**config.mk**
```make
export PLATFORM = sky130hd
export DESIGN_NAME = rocc_cmd_issuer
export DESIGN_NICKNAME = d
export VERILOG_FILES = /design/src/rtl/rocc_cmd_issuer.sv
export SDC_FILE = /design/constraint.sdc
export NUM_CORES = 1
export LEC_CHECK = 0
export CORE_MARGIN = 5
export CORE_UTILIZATION = 39
export DETAILED_ROUTE_END_ITERATION = 6
export PLACE_DENSITY = 0.76
export SLEW_MARGIN = 15
export SYNTH_ARGS = -nofsm -noshare
export SYNTH_HDL_FRONTEND = slang
export SYNTH_SLANG_ARGS = --single-unit
```
**constraint.sdc**
```tcl
create_clock -name clock -period 10.1 [get_ports clock]
set_input_delay 3.03 -clock clock [delete_from_list [all_inputs] [get_ports clock]]
set_output_delay 3.03 -clock clock [all_outputs]
set_load 0.03 [all_outputs]
```
**src/rtl/rocc_cmd_issuer.sv**
```systemverilog
// RoCC command issuer: registers custom instructions onto the accelerator
// command channel and writes accelerator responses back to the register file.
module rocc_cmd_issuer #(
  parameter int XLEN = 64,
  parameter int MAX_OUTSTANDING = 4
) (
  input  logic            clock,
  input  logic            reset,
  input  logic            in_valid,
  output logic            in_ready,
  input  logic [6:0]      in_funct,
  input  logic [4:0]      in_rs1,
  input  logic [4:0]      in_rs2,
  input  logic [4:0]      in_rd,
  input  logic            in_xd,
  input  logic            in_xs1,
  input  logic            in_xs2,
  input  logic [6:0]      in_opcode,
  input  logic [XLEN-1:0] in_rs1_data,
  input  logic [XLEN-1:0] in_rs2_data,
  output logic            rocc_cmd_valid,
  input  logic            rocc_cmd_ready,
  output logic [6:0]      rocc_cmd_bits_inst_funct,
  output logic [4:0]      rocc_cmd_bits_inst_rs2,
  output logic [4:0]      rocc_cmd_bits_inst_rs1,
  output logic            rocc_cmd_bits_inst_xd,
  output logic            rocc_cmd_bits_inst_xs1,
  output logic            rocc_cmd_bits_inst_xs2,
  output logic [4:0]      rocc_cmd_bits_inst_rd,
  output logic [6:0]      rocc_cmd_bits_inst_opcode,
  output logic [XLEN-1:0] rocc_cmd_bits_rs1,
  output logic [XLEN-1:0] rocc_cmd_bits_rs2,
  input  logic            rocc_resp_valid,
  output logic            rocc_resp_ready,
  input  logic [4:0]      rocc_resp_bits_rd,
  input  logic [XLEN-1:0] rocc_resp_bits_data,
  input  logic            rocc_busy,
  output logic            wb_valid,
  input  logic            wb_ready,
  output logic [4:0]      wb_rd,
  output logic [XLEN-1:0] wb_data,
  output logic            busy,
  output logic [3:0]      outstanding,
  output logic            err_unexpected_resp
);

  logic [31:0] sb;
  logic [31:0] sb_nxt;
  logic [3:0]  out_nxt;
  logic        hazard;
  logic        at_limit;
  logic        in_fire;
  logic        cmd_fire;
  logic        resp_fire;
  logic        wb_fire;
  logic        resp_hit;
  logic        resp_drop;
  logic        resp_bad;
  logic        resp_rd0;

  assign hazard = (in_xs1 && sb[in_rs1])
               || (in_xs2 && sb[in_rs2])
               || (in_xd && sb[in_rd]);
  assign at_limit = in_xd
                 && (outstanding == 4'(MAX_OUTSTANDING));
  assign in_ready = (!rocc_cmd_valid || rocc_cmd_ready)
                 && !hazard && !at_limit;

  assign in_fire   = in_valid && in_ready;
  assign cmd_fire  = rocc_cmd_valid && rocc_cmd_ready;
  assign rocc_resp_ready = !wb_valid || wb_ready;
  assign resp_fire = rocc_resp_valid && rocc_resp_ready;
  assign wb_fire   = wb_valid && wb_ready;

  assign resp_rd0  = (rocc_resp_bits_rd == 5'd0);
  assign resp_hit  = resp_fire && !resp_rd0
                  && sb[rocc_resp_bits_rd];
  assign resp_drop = resp_fire && resp_rd0
                  && (outstanding != 4'd0);
  assign resp_bad  = resp_fire && !resp_hit && !resp_drop;

  assign busy = rocc_cmd_valid || wb_valid
             || (outstanding != 4'd0) || rocc_busy;

  // Next scoreboard and in-flight count; bit 0 never tracks
  always_comb begin
    sb_nxt  = sb;
    out_nxt = outstanding;
    if (wb_fire) begin
      sb_nxt[wb_rd] = 1'b0;
    end
    if (in_fire && in_xd && (in_rd != 5'd0)) begin
      sb_nxt[in_rd] = 1'b1;
    end
    sb_nxt[0] = 1'b0;
    out_nxt = outstanding
            + {3'd0, in_fire && in_xd}
            - {3'd0, wb_fire}
            - {3'd0, resp_drop};
  end

  // Scoreboard, counter and sticky error state
  always_ff @(posedge clock or posedge reset) begin
    if (reset) begin
      sb                  <= '0;
      outstanding         <= '0;
      err_unexpected_resp <= 1'b0;
    end else begin
      sb          <= sb_nxt;
      outstanding <= out_nxt;
      if (resp_bad) begin
        err_unexpected_resp <= 1'b1;
      end
    end
  end

  // One-entry command register; load on accept, empty on drain
  always_ff @(posedge clock or posedge reset) begin
    if (reset) begin
      rocc_cmd_valid            <= 1'b0;
      rocc_cmd_bits_inst_funct  <= '0;
      rocc_cmd_bits_inst_rs2    <= '0;
      rocc_cmd_bits_inst_rs1    <= '0;
      rocc_cmd_bits_inst_xd     <= 1'b0;
      rocc_cmd_bits_inst_xs1    <= 1'b0;
      rocc_cmd_bits_inst_xs2    <= 1'b0;
      rocc_cmd_bits_inst_rd     <= '0;
      rocc_cmd_bits_inst_opcode <= '0;
      rocc_cmd_bits_rs1         <= '0;
      rocc_cmd_bits_rs2         <= '0;
    end else if (in_fire) begin
      rocc_cmd_valid            <= 1'b1;
      rocc_cmd_bits_inst_funct  <= in_funct;
      rocc_cmd_bits_inst_rs2    <= in_rs2;
      rocc_cmd_bits_inst_rs1    <= in_rs1;
      rocc_cmd_bits_inst_xd     <= in_xd;
      rocc_cmd_bits_inst_xs1    <= in_xs1;
      rocc_cmd_bits_inst_xs2    <= in_xs2;
      rocc_cmd_bits_inst_rd     <= in_rd;
      rocc_cmd_bits_inst_opcode <= in_opcode;
      rocc_cmd_bits_rs1         <= in_rs1_data;
      rocc_cmd_bits_rs2         <= in_rs2_data;
    end else if (cmd_fire) begin
      rocc_cmd_valid <= 1'b0;
    end
  end

  // Write-back register; load on matched response, empty on write
  always_ff @(posedge clock or posedge reset) begin
    if (reset) begin
      wb_valid <= 1'b0;
      wb_rd    <= '0;
      wb_data  <= '0;
    end else if (resp_hit) begin
      wb_valid <= 1'b1;
      wb_rd    <= rocc_resp_bits_rd;
      wb_data  <= rocc_resp_bits_data;
    end else if (wb_fire) begin
      wb_valid <= 1'b0;
    end
  end

endmodule
```
==> results.json <==
{
  "pwr-share-comb_pct": 43.9,
  "drtPass1Iterations": 6,
  "clk_latency_ps": 540,
  "finalWirelength_um": 35200,
  "die-area_um2": 33600,
  "place.detailed.hpwl_um": 26400,
  "synth_top_area_share_pct": 57.1,
  "pwr-share-clk_pct": 20.4,
  "hold_violations": 0,
  "p_switching_mw": 1.74,
  "pre_cts_ws_ps": 879,
  "yosys-top-cells-area": "dfrtp_1 57%, mux2_1 21%, mux4_2 4.6%, a21bo_2 2.4%, mux2_2 1.9%",
  "syn-cell-area_um2": 11700,
  "synth_area_per_cell_um2": 14.7,
  "synth.distinct_cells": 49,
  "cp_slowest_cell": "clkdlybuf4s50_1",
  "cts_setup_buffers": 0,
  "drv_cap": 0,
  "ctsResizeCount": 0,
  "synth_nets": 1039,
  "via_per_inst": 5.13,
  "endpoint_kind": "output pin",
  "clk_pin_slew_ps": 50,
  "rsz0062_at_grt": "false",
  "slowest_delay_ps": 810,
  "path_class": "in -> out",
  "dr_total_vias": 8515,
  "status": "complete, no violations",
  "synth_cells": 796,
  "die_h_um": 183,
  "htree_levels": 1,
  "finalSetupViolCount": 0,
  "fin_ws_ps": 950,
  "cts_buffers": 29,
  "p_seq_share_pct": 35.7,
  "place_congestion": 0.933,
  "synth_seq_cells": 267,
  "initial_core_util_pct": 39.5,
  "irDropWorstVdd_v": 0.000178,
  "cts_root_buf": "clkbuf_16",
  "maxSlewHeadroom_pct": 10.4,
  "p_leak_nw": 7.15,
  "portBuffers": 474,
  "ys_seq_area_share_pct": 57.1,
  "drtIter0Drc": 426,
  "max_slew.worst_pin.slew_ps": 1340,
  "overflow": 0,
  "synth_ff_type": "dfrtp_1",
  "io_pins": 475,
  "worstPathMaxFanout": 11,
  "final_layout_size_suffix_gt1_share_pct": 9.69,
  "p_int_mw": 2.89,
  "arrival_ps": 6120,
  "power_density_nw_per_um2": 265,
  "async_reset_ff_share_pct": 100,
  "coreArea_um2": 29600,
  "required_ps": 7070,
  "grt_pass1_wl_um": 53800,
  "synth_top_area_cell": "dfrtp_1",
  "hold_buffers": 0,
  "synth_warnings": 0,
  "grt_max_degree": 192,
  "synth-edff-count": 0,
  "worst_setup_path_start_kind": "input port",
  "min_path_type": "reg -> reg",
  "rows": 63,
  "p_sw_share_pct": 37.7,
  "grt_pass1_vias": 9170,
  "clk_path_buf_depth": 3,
  "fin_crit_ps": 9150,
  "p_total_mw": 4.63,
  "final_nets": 1500,
  "path_cells": "clkdlybuf4s50_1, mux4_2, o2bb2ai_1, a311oi_1, o31a_1, a22o_1, nor2_1, clkdlybuf4s50_1",
  "cts.sinks": 267,
  "period_share_pct": 90.6,
  "drc": 0,
  "max_freq_ghz": 0.109,
  "timing.critical_path.mode_cell": "clkdlybuf4s50_1",
  "die_x_um": 183,
  "ant_nets": 0,
  "grt_usage_pct": 20.3,
  "fin_skew_ps": 14.8,
  "cts_tree": "built",
  "fin_cells": 1661,
  "timing.final.max_slew_violations": 0,
  "holdWs_ps": 476,
  "fin_tns_setup_ps": 0,
  "area_growth_pct": 49.2,
  "place_inst": 1616,
  "wl_per_cell_um": 21.2,
  "antenna_found_initial": 2
}
[cells in the final DEF, fill, tap and decap left out, drive strengths merged, types with 3 or more instances in the layout]
master         count
a22o               4
o21ai             31
clkinvlp           3
nor2              41
clkinv             3
nand3b            10
inv               13
mux2             233
nand2b             4
mux4              24
o31ai              3
a21oi              3
nor2b              5
clkdlybuf4s50    474
nand2             11
or3b               6
or4                3
ha                 5
a21bo             28
nor3               5
dfrtp            267
buf                5
nand3              8
mux2i             15
clkbuf            39
[kinds of logic (layout without fill, tap and decap cells)]
logic type | after synthesis | count (layout) | share of synthesized area [%]
buf+inv | 63 | 537 | 3.62
flops | 267 | 267 | 57.1
simple gates | 102 | 102 | 4.58
other cells | 0 | 1 | 0
xor+xnor | 1 | 1 | 0.0749
fa+ha+maj | 7 | 7 | 0.877
compound gates | 84 | 84 | 5.39
mux | 272 | 272 | 28.3
[layout make-up]
| type | count | area [um^2] |
|---|---|---|
| fillers | 2395 | 12200 |
| flip-flops and latches | 267 | 6680 |
| repair buffers | 479 | 4790 |
| multi-input cells | 466 | 4610 |
| clock buffers | 39 | 793 |
| well taps | 390 | 488 |
| inverters | 14 | 56.3 |
| clock inverters | 5 | 30.0 |
| diodes | 1 | 2.50 |
[critical path, delay by kind of cell]
kind	cells	cell delay [ps]
compound gates	4	800
buf+inv	2	1540
mux	1	570
simple gates	1	160
[flip-flops by register name (all words and copies together), names as in the netlist, 4 cells and up]
| register | flops |
|---|---|
| outstanding | 4 |
| rocc_cmd_bits_inst_funct | 7 |
| rocc_cmd_bits_inst_opcode | 7 |
| rocc_cmd_bits_inst_rd | 5 |
| rocc_cmd_bits_inst_rs1 | 5 |
| rocc_cmd_bits_inst_rs2 | 5 |
| rocc_cmd_bits_rs1 | 64 |
| rocc_cmd_bits_rs2 | 64 |
| sb | 31 |
| wb_data | 64 |
| wb_rd | 5 |
[through the flow]
stage               utilization, %  area [um^2]
floorplan                        -        11700
global placement              56.1        16600
detailed placement            56.1        16600
CTS                           58.9        17400
global route                  58.9        17500
finish                        58.9        17500
[layer usage]
layer	vias up	GRT usage, %	part of all wire (%)
met5	-	0	0
met4	0	6.32	3.5
li1	3780	-	-
met3	78	7.48	10
met2	425	35.0	49
met1	4232	23.6	37
[cell usage after synthesis (all sizes together) (3+ instances only)]
cell type and n:
mux4 24, nor2b 5, nor3 5, nor2 41, or4 3, o21ai 31
dfrtp 267, nand2b 4, nand2 11, a21oi 3, mux2i 15, or3b 6
nand3b 10, nand3 8, o31ai 3, buf 36, a22o 4, clkbuf 13
inv 14, a21bo 28, ha 5, mux2 233
[power by group through the flow]
stage               combinational (mW)  sequential, mW  clock [mW]
global placement                  2.03            1.65           0
global route                      2.13            1.70        1.01
finish                            2.03            1.65       0.944
detailed placement                2.05            1.67           0
floorplan                        0.484            2.28           0
CTS                               2.06            1.65       0.976
[path summary, 6_finish.rpt]
| check | startpoint | to | slack (ps) | cells after the start |
|---|---|---|---|---|
| min in group asynchronous | reset | rocc_cmd_bits_inst_rs1[1] | 2790 | 2 |
| hold / removal | err_unexpected_resp | err_unexpected_resp | 480 | 2 |
| max in group asynchronous | reset | wb_data[35] | 5480 | 4 |
| setup reg to reg | sb[9] | rocc_cmd_bits_rs2[3] | 6580 | 8 |
| setup / recovery | in_rs1[1] | in_ready | 950 | 8 |
| hold reg to reg | err_unexpected_resp | err_unexpected_resp | 480 | 2 |
No activity file was read; power rests on OpenSTA's default activity.
